$ cat src/rtl/fib_pkg.sv
// Shared definitions for the Fibonacci detector sweep stage.
package fib_pkg;

    localparam int unsigned N_DEFAULT = 4;

    typedef enum logic [2:0] {
        ST_IDLE    = 3'd0,
        ST_DRIVE   = 3'd1,
        ST_SAMPLE  = 3'd2,
        ST_ADVANCE = 3'd3,
        ST_DONE    = 3'd4
    } state_t;

endpackage

$ cat src/rtl/fib_gen.sv
// Reference Fibonacci pair (a, b) with an a <= x compare for the sweep FSM.
module fib_gen
    import fib_pkg::*;
#(
    parameter int unsigned N = N_DEFAULT
) (
    input  logic         clk,
    input  logic         rst_n,
    input  logic         init,
    input  logic         step,
    input  logic [N-1:0] x,
    output logic [N+1:0] a,
    output logic         le_x
);

    localparam int unsigned AW = N + 2;

    logic [AW-1:0] b;

    // Two guard bits keep a + b exact; the pair stops stepping once a >= 2^N.
    always_ff @(posedge clk or negedge rst_n) begin
        if (!rst_n) begin
            a <= '0;
            b <= AW'(1);
        end else if (init) begin
            a <= '0;
            b <= AW'(1);
        end else if (step) begin
            a <= b;
            b <= a + b;
        end
    end

    assign le_x = (a <= AW'(x));

endmodule

$ cat src/rtl/fib_sweep.sv
// Sweeps the detector input over 0..2^N-1 and scores is_fib against fib_gen.
module fib_sweep
    import fib_pkg::*;
#(
    parameter int unsigned N = N_DEFAULT
) (
    input  logic         clk,
    input  logic         rst_n,
    input  logic         start,
    input  logic         is_fib,
    output logic [N-1:0] x,
    output logic         busy,
    output logic         done,
    output logic         pass,
    output logic [N:0]   err_cnt,
    output logic [N-1:0] first_err
);

    localparam int unsigned AW = N + 2;
    localparam int unsigned CW = N + 1;

    state_t        state;
    logic [AW-1:0] a;
    logic          le_x;
    logic          init_c;
    logic          step_c;
    logic          exp_c;

    assign init_c = start && ((state == ST_IDLE) || (state == ST_DONE));
    assign step_c = (state == ST_ADVANCE) && le_x;
    assign exp_c  = (a == AW'(x));

    fib_gen #(.N(N)) u_fib_gen (
        .clk   (clk),
        .rst_n (rst_n),
        .init  (init_c),
        .step  (step_c),
        .x     (x),
        .a     (a),
        .le_x  (le_x)
    );

    // Sweep FSM, x counter and error bookkeeping; x moves only when leaving ADVANCE.
    always_ff @(posedge clk or negedge rst_n) begin
        if (!rst_n) begin
            state     <= ST_IDLE;
            x         <= '0;
            busy      <= 1'b0;
            done      <= 1'b0;
            pass      <= 1'b0;
            err_cnt   <= '0;
            first_err <= '0;
        end else begin
            case (state)
                ST_IDLE, ST_DONE: begin
                    if (start) begin
                        x         <= '0;
                        err_cnt   <= '0;
                        first_err <= '0;
                        busy      <= 1'b1;
                        done      <= 1'b0;
                        pass      <= 1'b0;
                        state     <= ST_DRIVE;
                    end
                end
                ST_DRIVE: begin
                    state <= ST_SAMPLE;
                end
                ST_SAMPLE: begin
                    if (is_fib != exp_c) begin
                        err_cnt <= err_cnt + CW'(1);
                        if (err_cnt == '0) begin
                            first_err <= x;
                        end
                    end
                    state <= ST_ADVANCE;
                end
                ST_ADVANCE: begin
                    // Stay here while the pair still needs stepping past x.
                    if (!le_x) begin
                        if (&x) begin
                            busy  <= 1'b0;
                            done  <= 1'b1;
                            pass  <= (err_cnt == '0);
                            state <= ST_DONE;
                        end else begin
                            x     <= x + N'(1);
                            state <= ST_DRIVE;
                        end
                    end
                end
                default: begin
                    state <= ST_IDLE;
                end
            endcase
        end
    end

endmodule

$ cat config.mk
export PLATFORM = sky130hd
export DESIGN_NAME = fib_sweep
export DESIGN_NICKNAME = d
export VERILOG_FILES = /design/src/rtl/fib_pkg.sv /design/src/rtl/fib_gen.sv /design/src/rtl/fib_sweep.sv
export SDC_FILE = /design/constraint.sdc
export NUM_CORES = 1
export LEC_CHECK = 0
export ABC_CLOCK_PERIOD_IN_PS = 6000
export CAP_MARGIN = 15
export CORE_ASPECT_RATIO = 1.1
export CORE_UTILIZATION = 42
export CTS_CLUSTER_SIZE = 24
export DETAILED_ROUTE_END_ITERATION = 16
export PLACE_DENSITY = 0.61
export SETUP_SLACK_MARGIN = 0.3
export SKIP_CTS_REPAIR_TIMING = 1
export SLEW_MARGIN = 0
export SYNTH_ARGS = -nofsm -noshare
export SYNTH_HDL_FRONTEND = slang
export SYNTH_SLANG_ARGS = --single-unit
$ cat constraint.sdc
create_clock -name clk -period 6 [get_ports clk]
set_input_delay 1.2 -clock clk [delete_from_list [all_inputs] [get_ports clk]]
set_output_delay 1.2 -clock clk [all_outputs]
set_load 0.1 [all_outputs]
* Word level (Yosys, flattened, before mapping) *
Cells that the tools add are included.
Widths: inputs -> output; s select.

word-level totals
  register bits after elaboration = 31
  bits in latches = 0
  memory bits (writable) = 0
  bits in read-only memories = 0
  input bits = 4
  output and inout bits = 16
  memories = 0

operators by class
  add/subtract/negate cells = 3
  $mul = 0
  divide/modulo/power cells = 0
  $lt $le $gt $ge = 1
  eq/ne operators = 12
  shift-type cells = 0
  mux-type cells = 29
  bitwise logic cells = 0
  reduce and logical (&&, ||, !) cells = 15

operators by type and width
  cell                 count
  $mux 6               4
  $mux 4               5
  $pmux 4 s2           2
  $reduce_and 4->1     4
  $pmux 3 s4           1
  $mux 5               2
  $ne 2x2->1 const B   5
  $pmux 5 s2           1
  $mux 3               3
  $mux 1               8
  $add 6x6->6          1
  $eq 3x2->1 const B   2
  $eq 6x4->1           1
  $le 6x4->1           1
  $pmux 1 s2           3
  $reduce_bool 2->1    3
  $add 5x1->5 const B  1
  $logic_not 5->1      1
  $add 4x1->4 const B  1
  $eq 3x1->1 const B   1
  $eq 3x3->1 const B   1
  $logic_not 3->1      1
  $reduce_and 3->1     1
  $logic_and 1x1->1    2
  other kinds (5)      5

* Depth between registers and ports, before layout *
Gate-level depths: netlist of the first run.

  depth in word-level cells = 4
  mapped depth = 7
  depth with buffers taken out = 7

* Cells and area by module *
From an unflattened synthesis of the first run, not the netlist that was laid out.

unflattened totals
  cells, all modules = 169
  area, all modules = 1785.5 um^2

by module, submodules not included
  module     instances  cells each  area an instance (um^2)  seq. area each (um^2)
  fib_sweep  1          97          1023.5                   475.5
  fib_gen    1          72          762.0                    301.5

* Least setup slack after synthesis of the first run *
No wires, ideal clock.

  path type = reg2reg
  start = reg x[2]
  end = reg x[0]
  arrival = 2648 ps
  setup slack = 3226 ps
  cell stages (with the launch flop) = 8
  path buffers = 0
  period minus slack after synthesis = 2774 ps
  path through = dfrtp_1 > inv_1 > ha_1 > nand4_1 > or3_1 > o41a_1 > o21ai_2 > mux2_2

between the ends
  cells in the longest elaborated chain, start to end = 3
  elaborated cells between the ends (all ways) = 5
  classes of those cells = order compare (1); eq/ne (2); reduce/logical (2)

ends and longest elaborated chain
  item                                            RTL line                        text
  start, declared                                 fib_sweep.sv:11                 output logic [N-1:0] x,
  start signal, assigned                          fib_sweep.sv:87                 x <= x + N'(1);
  $le 6x4->1 or $reduce_and 4->1 (tied branches)  fib_gen.sv:34, fib_sweep.sv:81
  $ne 2x2->1 (no line)                            n/a
  $reduce_and 4->1 (no line) (*)                  n/a

Every way passes the cells marked *; elsewhere a longest branch is shown, timed or not.
A chain may end at the register's enable or synchronous reset.

* Worst setup path after layout of the first run *
  start = reg x[0]
  end = out x[0]

No word-level cell between the ends.

==> key figures, run 1 <==
Worst setup path
  • Crit Path Class: register to output port
  • Worst r2r src: x[2]$_DFFE_PN0P_
  • R2R Setup Slk: 3.52 ns
  • CP Buf/Inv Count: 1
  • CP arrival: 1.94 ns
  • Critical Path Start Type: register
  • Crit path launch: x[0]$_DFFE_PN0P_
  • Worst path required time: 4.80 ns
  • Max FO, Critical Path: 7
  • R2R depth: 7
  • Worst setup EP type: output port
  • Slowest cell delay on critical path: 1.18 ns
  • CP cell instances: clkdlybuf4s50_1
  • Critical path depth: 1
  • Worst path slowest cell: clkdlybuf4s50_1
  • R2r endpoint: u_fib_gen.b[1]$_DFFE_PN0P_
  • CP top delay family: buffers and inverters

CTS
  • CTS sink cnt: 31
  • CTS tree: built
  • Clock insertion delay at the later pin of the skew report: 0.28 ns
  • Clk slew on worst S/H paths: 0.07 ns
  • Longest Clk Path Bufs: 2
  • CTS root buf: clkbuf_8
  • Cts bufs inserted: 5
  • H-tree Lvls: 2

Timing
  • Max Transition Viols Final: 0
  • Setup skew after layout: 0.00970 ns
  • RSZ-0062 raised after global routing: no
  • Min Tclk post-route: 3.14 ns
  • Worst-margin pin slew: 0.975 ns
  • Worst slew margin: 34.8%
  • Post-Route Setup TNS: 0 ns
  • Final Hold Violating Endpoints: 0
  • # setup viols final: 0
  • Fmax: 0.319 GHz
  • Final worst-path cycle share: 52.3%

Drt
  • Total Wirelength: 3740 µm
  • Antenna-violating nets left: 0
  • DR vias: 1413
  • TritonRoute pass-1 iters: 4
  • Per-cell routed wire length: 14.6 µm
  • Residual DRC count: 0
  • Via density per instance: 5.52
  • First DRT Iteration DRCs: 77

Worst hold path
  • Hold path depth: 1
  • Hold_sp: busy$_DFFE_PN0P_
  • Worst min-delay path class: register to register
  • Worst Hold Endpoint: busy$_DFFE_PN0P_

Global route
  • Initial antenna violation count: 0
  • Vias in the first global route: 1420
  • Largest net degree at the start of global routing: 32
  • Total track usage: 18.7%
  • Remaining Overflow, GRT: 0
  • First-pass GRT wire length: 6420 µm

Floorplanning
  • Core area: 4050 µm²
  • Die width: 64.6 µm
  • Number of top-level pins: 20
  • Initial core utilization: 44.7%
  • Rows: 24
  • Die height: 70.9 µm
  • Die Area: 4580 µm²

Logic synthesis
  • Synth Net Count: 198
  • Synth Warn #: 0
  • Area contributors post-synth: dfrtp_1 41%, ha_1 8.3%, mux2i_1 5.0%, o21ai_0 3.6%, nand2_1 3.5%
  • Register area share after synthesis: 42.9%
  • Synth unique cells: 49
  • Synth Area per Inst: 10.0 µm²
  • Post-synth EDFFs: 0
  • Mapped Cells: 181
  • Ys async rst share: 100%
  • Synth top area share: 41.4%
  • Most used flip-flop cell after synthesis: dfrtp_1
  • Synth area leader: dfrtp_1
  • Synthesized flop and latch total: 31
  • Mapped cell area: 1810 µm²

Cells and area
  • P&R area growth vs syn: 19.3%
  • N_diodes: 0
  • # nets final: 220
  • Commonest non-fill, non-tap cell in the layout: dfrtp_1
  • Most frequent cells in the layout: 30 x dfrtp_1, 19 x clkdlybuf4s50_1, 17 x nand2_1, 14 x inv_1, 13 x o21ai_0
  • Layout cells sized above 1: 8.82%

Placement
  • Buffers on Ports: 19
  • RePlAce Congestion: 0.781
  • Hpwl dp: 2840 µm

Run
  • Max Cap Viol: 0

Status
  • Run status: finished clean
-- through the flow --
step / setup slack (ns) / hold slack, ns / cell area [µm²] / instances / util [%]
6_report: 2.86 / 0.482 / 2160 / 256 / 53.3
3_5_place_dp: 3.01 / 0.473 / 2050 / 248 / 50.7
4_1_cts: 2.85 / 0.488 / 2160 / 256 / 53.3
5_1_grt: 2.78 / 0.501 / 2160 / 256 / 53.3
2_1_floorplan: 3.23 / 0.446 / 1810 / 181 / -
3_3_place_gp: 3.07 / 0.469 / 2050 / 248 / 50.7
-- sequential cells by signal, summed over array words and instances (netlist names) --
name	flops
x	4
err_cnt	5
first_err	4
state	3
busy	1
done	1
pass	1
u_fib_gen.b	6
u_fib_gen.a	6
-- routing by layer --
metal	track usage, %	vias up	wire [µm]	part of all wire, %
li1	-	697	-	-
met2	31.3	15	1880	50
met5	0	-	0	0
met4	8.40	0	72	1.9
met1	22.3	695	1690	45
met3	5.16	6	97	2.6
-- cell type report --
type                            count  area, µm²
Fill cell                         374       1890
Multi-Input combinational cell    131        962
Sequential cell                    31        777
Timing Repair Buffer               20        198
Clock buffer                        7       76.3
Tap cell                           52       65.1
Inverter                           14       52.6
Clock inverter                      1       30.0
-- cell usage after synthesis, drive strengths merged (2+ instances only) --
cell type,n
clkbuf,4
o211ai,3
nor3b,2
ha,12
and3,2
nand3,10
a21o,3
mux2,3
xor2,2
mux2i,10
nor3,3
o31ai,3
o21ai,14
dfrtp,30
a21oi,5
xnor2,2
inv,14
o41ai,2
a22o,3
nor2,11
a211oi,3
a31oi,2
nand2,18
-- how the worst max path moves through the flow --
stage                                         to  slack (ns)
after floorplan                 x[0]$_DFFE_PN0P_        3.23
final                                       x[0]        2.86
after global routing                  err_cnt[2]        2.78
after CTS                             err_cnt[2]        2.85
after global placement    err_cnt[2]$_DFFE_PN0P_        3.07
after detailed placement  err_cnt[2]$_DFFE_PN0P_        3.01
-- logic make-up after synthesis --
group / share of synthesized area (%)
simple gates: 16.1
buf+inv: 4.00
fa+ha+maj: 9.39
xor+xnor: 1.93
flops: 42.9
mux: 8.29
compound gates: 17.4
Power of run 1 is not shown: default switching activity piles up to over one toggle a cycle in this logic, so the estimate is an artifact.
==> run 2: changes to the inputs <==
Settings changed: ABC_CLOCK_PERIOD_IN_PS 6000 to 2570, PLACE_DENSITY 0.61 to 0.64.
Clock period 6 ns to 2.57 ns, I/O delays scaled along.
==> key figures, run 2 (synthesis gave the netlist of run 1 again) <==
Cells and area
  • P&R area growth vs syn: 23.5%
  • Commonest non-fill, non-tap cell in the layout: dfrtp_1
  • Layout cells sized above 1: 24.9%
  • Final core occ: 55.2%
  • # nets final: 226
  • N_diodes: 0
  • Fillers: 376
  • Most frequent cells in the layout: 26 x dfrtp_1, 23 x buf_4, 17 x nand2_1, 13 x o21ai_0, 11 x inv_1
  • Post-layout instance count excluding filler cells: 261
  • Top flop regs: u_fib_gen.a (6), u_fib_gen.b (6), err_cnt (5)

Timing
  • # setup viols final: 0
  • RSZ-0062 raised after global routing: yes
  • Final worst-path cycle share: 85.9%
  • Worst-margin pin slew: 0.689 ns
  • Setup skew after layout: 0.00574 ns
  • Max Transition Viols Final: 0
  • Worst slew margin: 54.1%
  • Post-Route Setup TNS: 0 ns
  • Fmax: 0.453 GHz
  • Final Hold Violating Endpoints: 0
  • Min Tclk post-route: 2.21 ns

CTS
  • CTS sink cnt: 31
  • Clk slew on worst S/H paths: 0.06 ns
  • CTS tree: built
  • Cts bufs inserted: 5
  • Clock insertion delay at the later pin of the skew report: 0.29 ns
  • H-tree Lvls: 2
  • Longest Clk Path Bufs: 2
  • CTS root buf: clkbuf_8

Status
  • Run status: finished clean

Placement
  • RePlAce Congestion: 0.834
  • Buffers on Ports: 19
  • Hpwl dp: 2980 µm
  • Placed Cells: 251

Floorplanning
  • Number of top-level pins: 20
  • Initial core utilization: 44.7%
  • Die Area: 4580 µm²
  • Die width: 64.6 µm
  • Core area: 4050 µm²
  • Rows: 24
  • Die height: 70.9 µm

Worst setup path
  • R2R Setup Slk: 0.36 ns
  • Worst setup EP type: register
  • Crit Path Class: register to register
  • Slowest cell delay on critical path: 0.52 ns
  • Max FO, Critical Path: 7
  • CP cell instances: ha_4 -> nand4_1 -> or3_4 -> o41a_1 -> o21ai_4 -> mux2_4
  • CP arrival: 2.38 ns
  • Worst path slowest cell: dfrtp_4
  • Critical Path Start Type: register
  • Worst path required time: 2.75 ns

Global route
  • Vias in the first global route: 1469
  • Total track usage: 19.5%
  • Remaining Overflow, GRT: 0
  • Largest net degree at the start of global routing: 32
  • Initial antenna violation count: 0
  • First-pass GRT wire length: 6790 µm

Drt
  • Residual DRC count: 0
  • Antenna-violating nets left: 0
  • First DRT Iteration DRCs: 60
  • Per-cell routed wire length: 15.4 µm
  • DR vias: 1446
  • Total Wirelength: 4010 µm
  • Via density per instance: 5.54
  • TritonRoute pass-1 iters: 4

Worst hold path
  • Worst min-delay path class: register to register

Run
  • Max Cap Viol: 0
[run 2: per-stage QoR]
step | hold WS, ns | setup slack (ns) | cell area [µm²]
6_report | 0.476 | 0.364 | 2240
5_1_grt | 0.505 | 0.276 | 2240
4_1_cts | 0.481 | 0.232 | 2190
3_5_place_dp | 0.468 | 0.243 | 2110
3_3_place_gp | 0.465 | 0.239 | 2110
2_1_floorplan | 0.218 | 0.260 | 1890
[run 2: critical path, delay by kind of cell (launching register included)]
family | cells | cell delay [ns]
adders and majority gates | 1 | 0.27
AOI/OAI and AO/OA | 2 | 0.43
and+or+nand+nor | 2 | 0.54
DFF | 1 | 0.52
muxes | 1 | 0.31
[run 2: final timing paths]
path,startpoint,end,cells past startpoint
worst max-delay path,x[0]$_DFFE_PN0P_,x[0]$_DFFE_PN0P_,6
worst min-delay path,busy$_DFFE_PN0P_,busy$_DFFE_PN0P_,1
worst max register to register,x[0]$_DFFE_PN0P_,x[0]$_DFFE_PN0P_,6
worst min register to register,busy$_DFFE_PN0P_,busy$_DFFE_PN0P_,1
max in group asynchronous,rst_n,u_fib_gen.b[0]$_DFFE_PN1P_,2
min in group asynchronous,rst_n,first_err[1]$_DFFE_PN0P_,2
[run 2: layout make-up]
class                           count  area (µm²)  area share (%)
Inverter                           14        60.1            2.68
Timing Repair Buffer               26         203            9.06
Tap cell                           52        65.1            2.91
Sequential cell                    31         792            35.4
Clock buffer                        7        76.3            3.41
Multi-Input combinational cell    131        1040            46.6
[run 2: layer usage]
| metal | GRT usage [%] | up-vias | wire length, µm |
|---|---|---|---|
| li1 | - | 715 | - |
| met1 | 24.0 | 694 | 1820 |
| met2 | 31.6 | 26 | 1950 |
| met3 | 3.71 | 11 | 127 |
| met4 | 11.9 | 0 | 117 |
| met5 | 0 | - | 0 |
Power of run 2 is left out for the same reason.
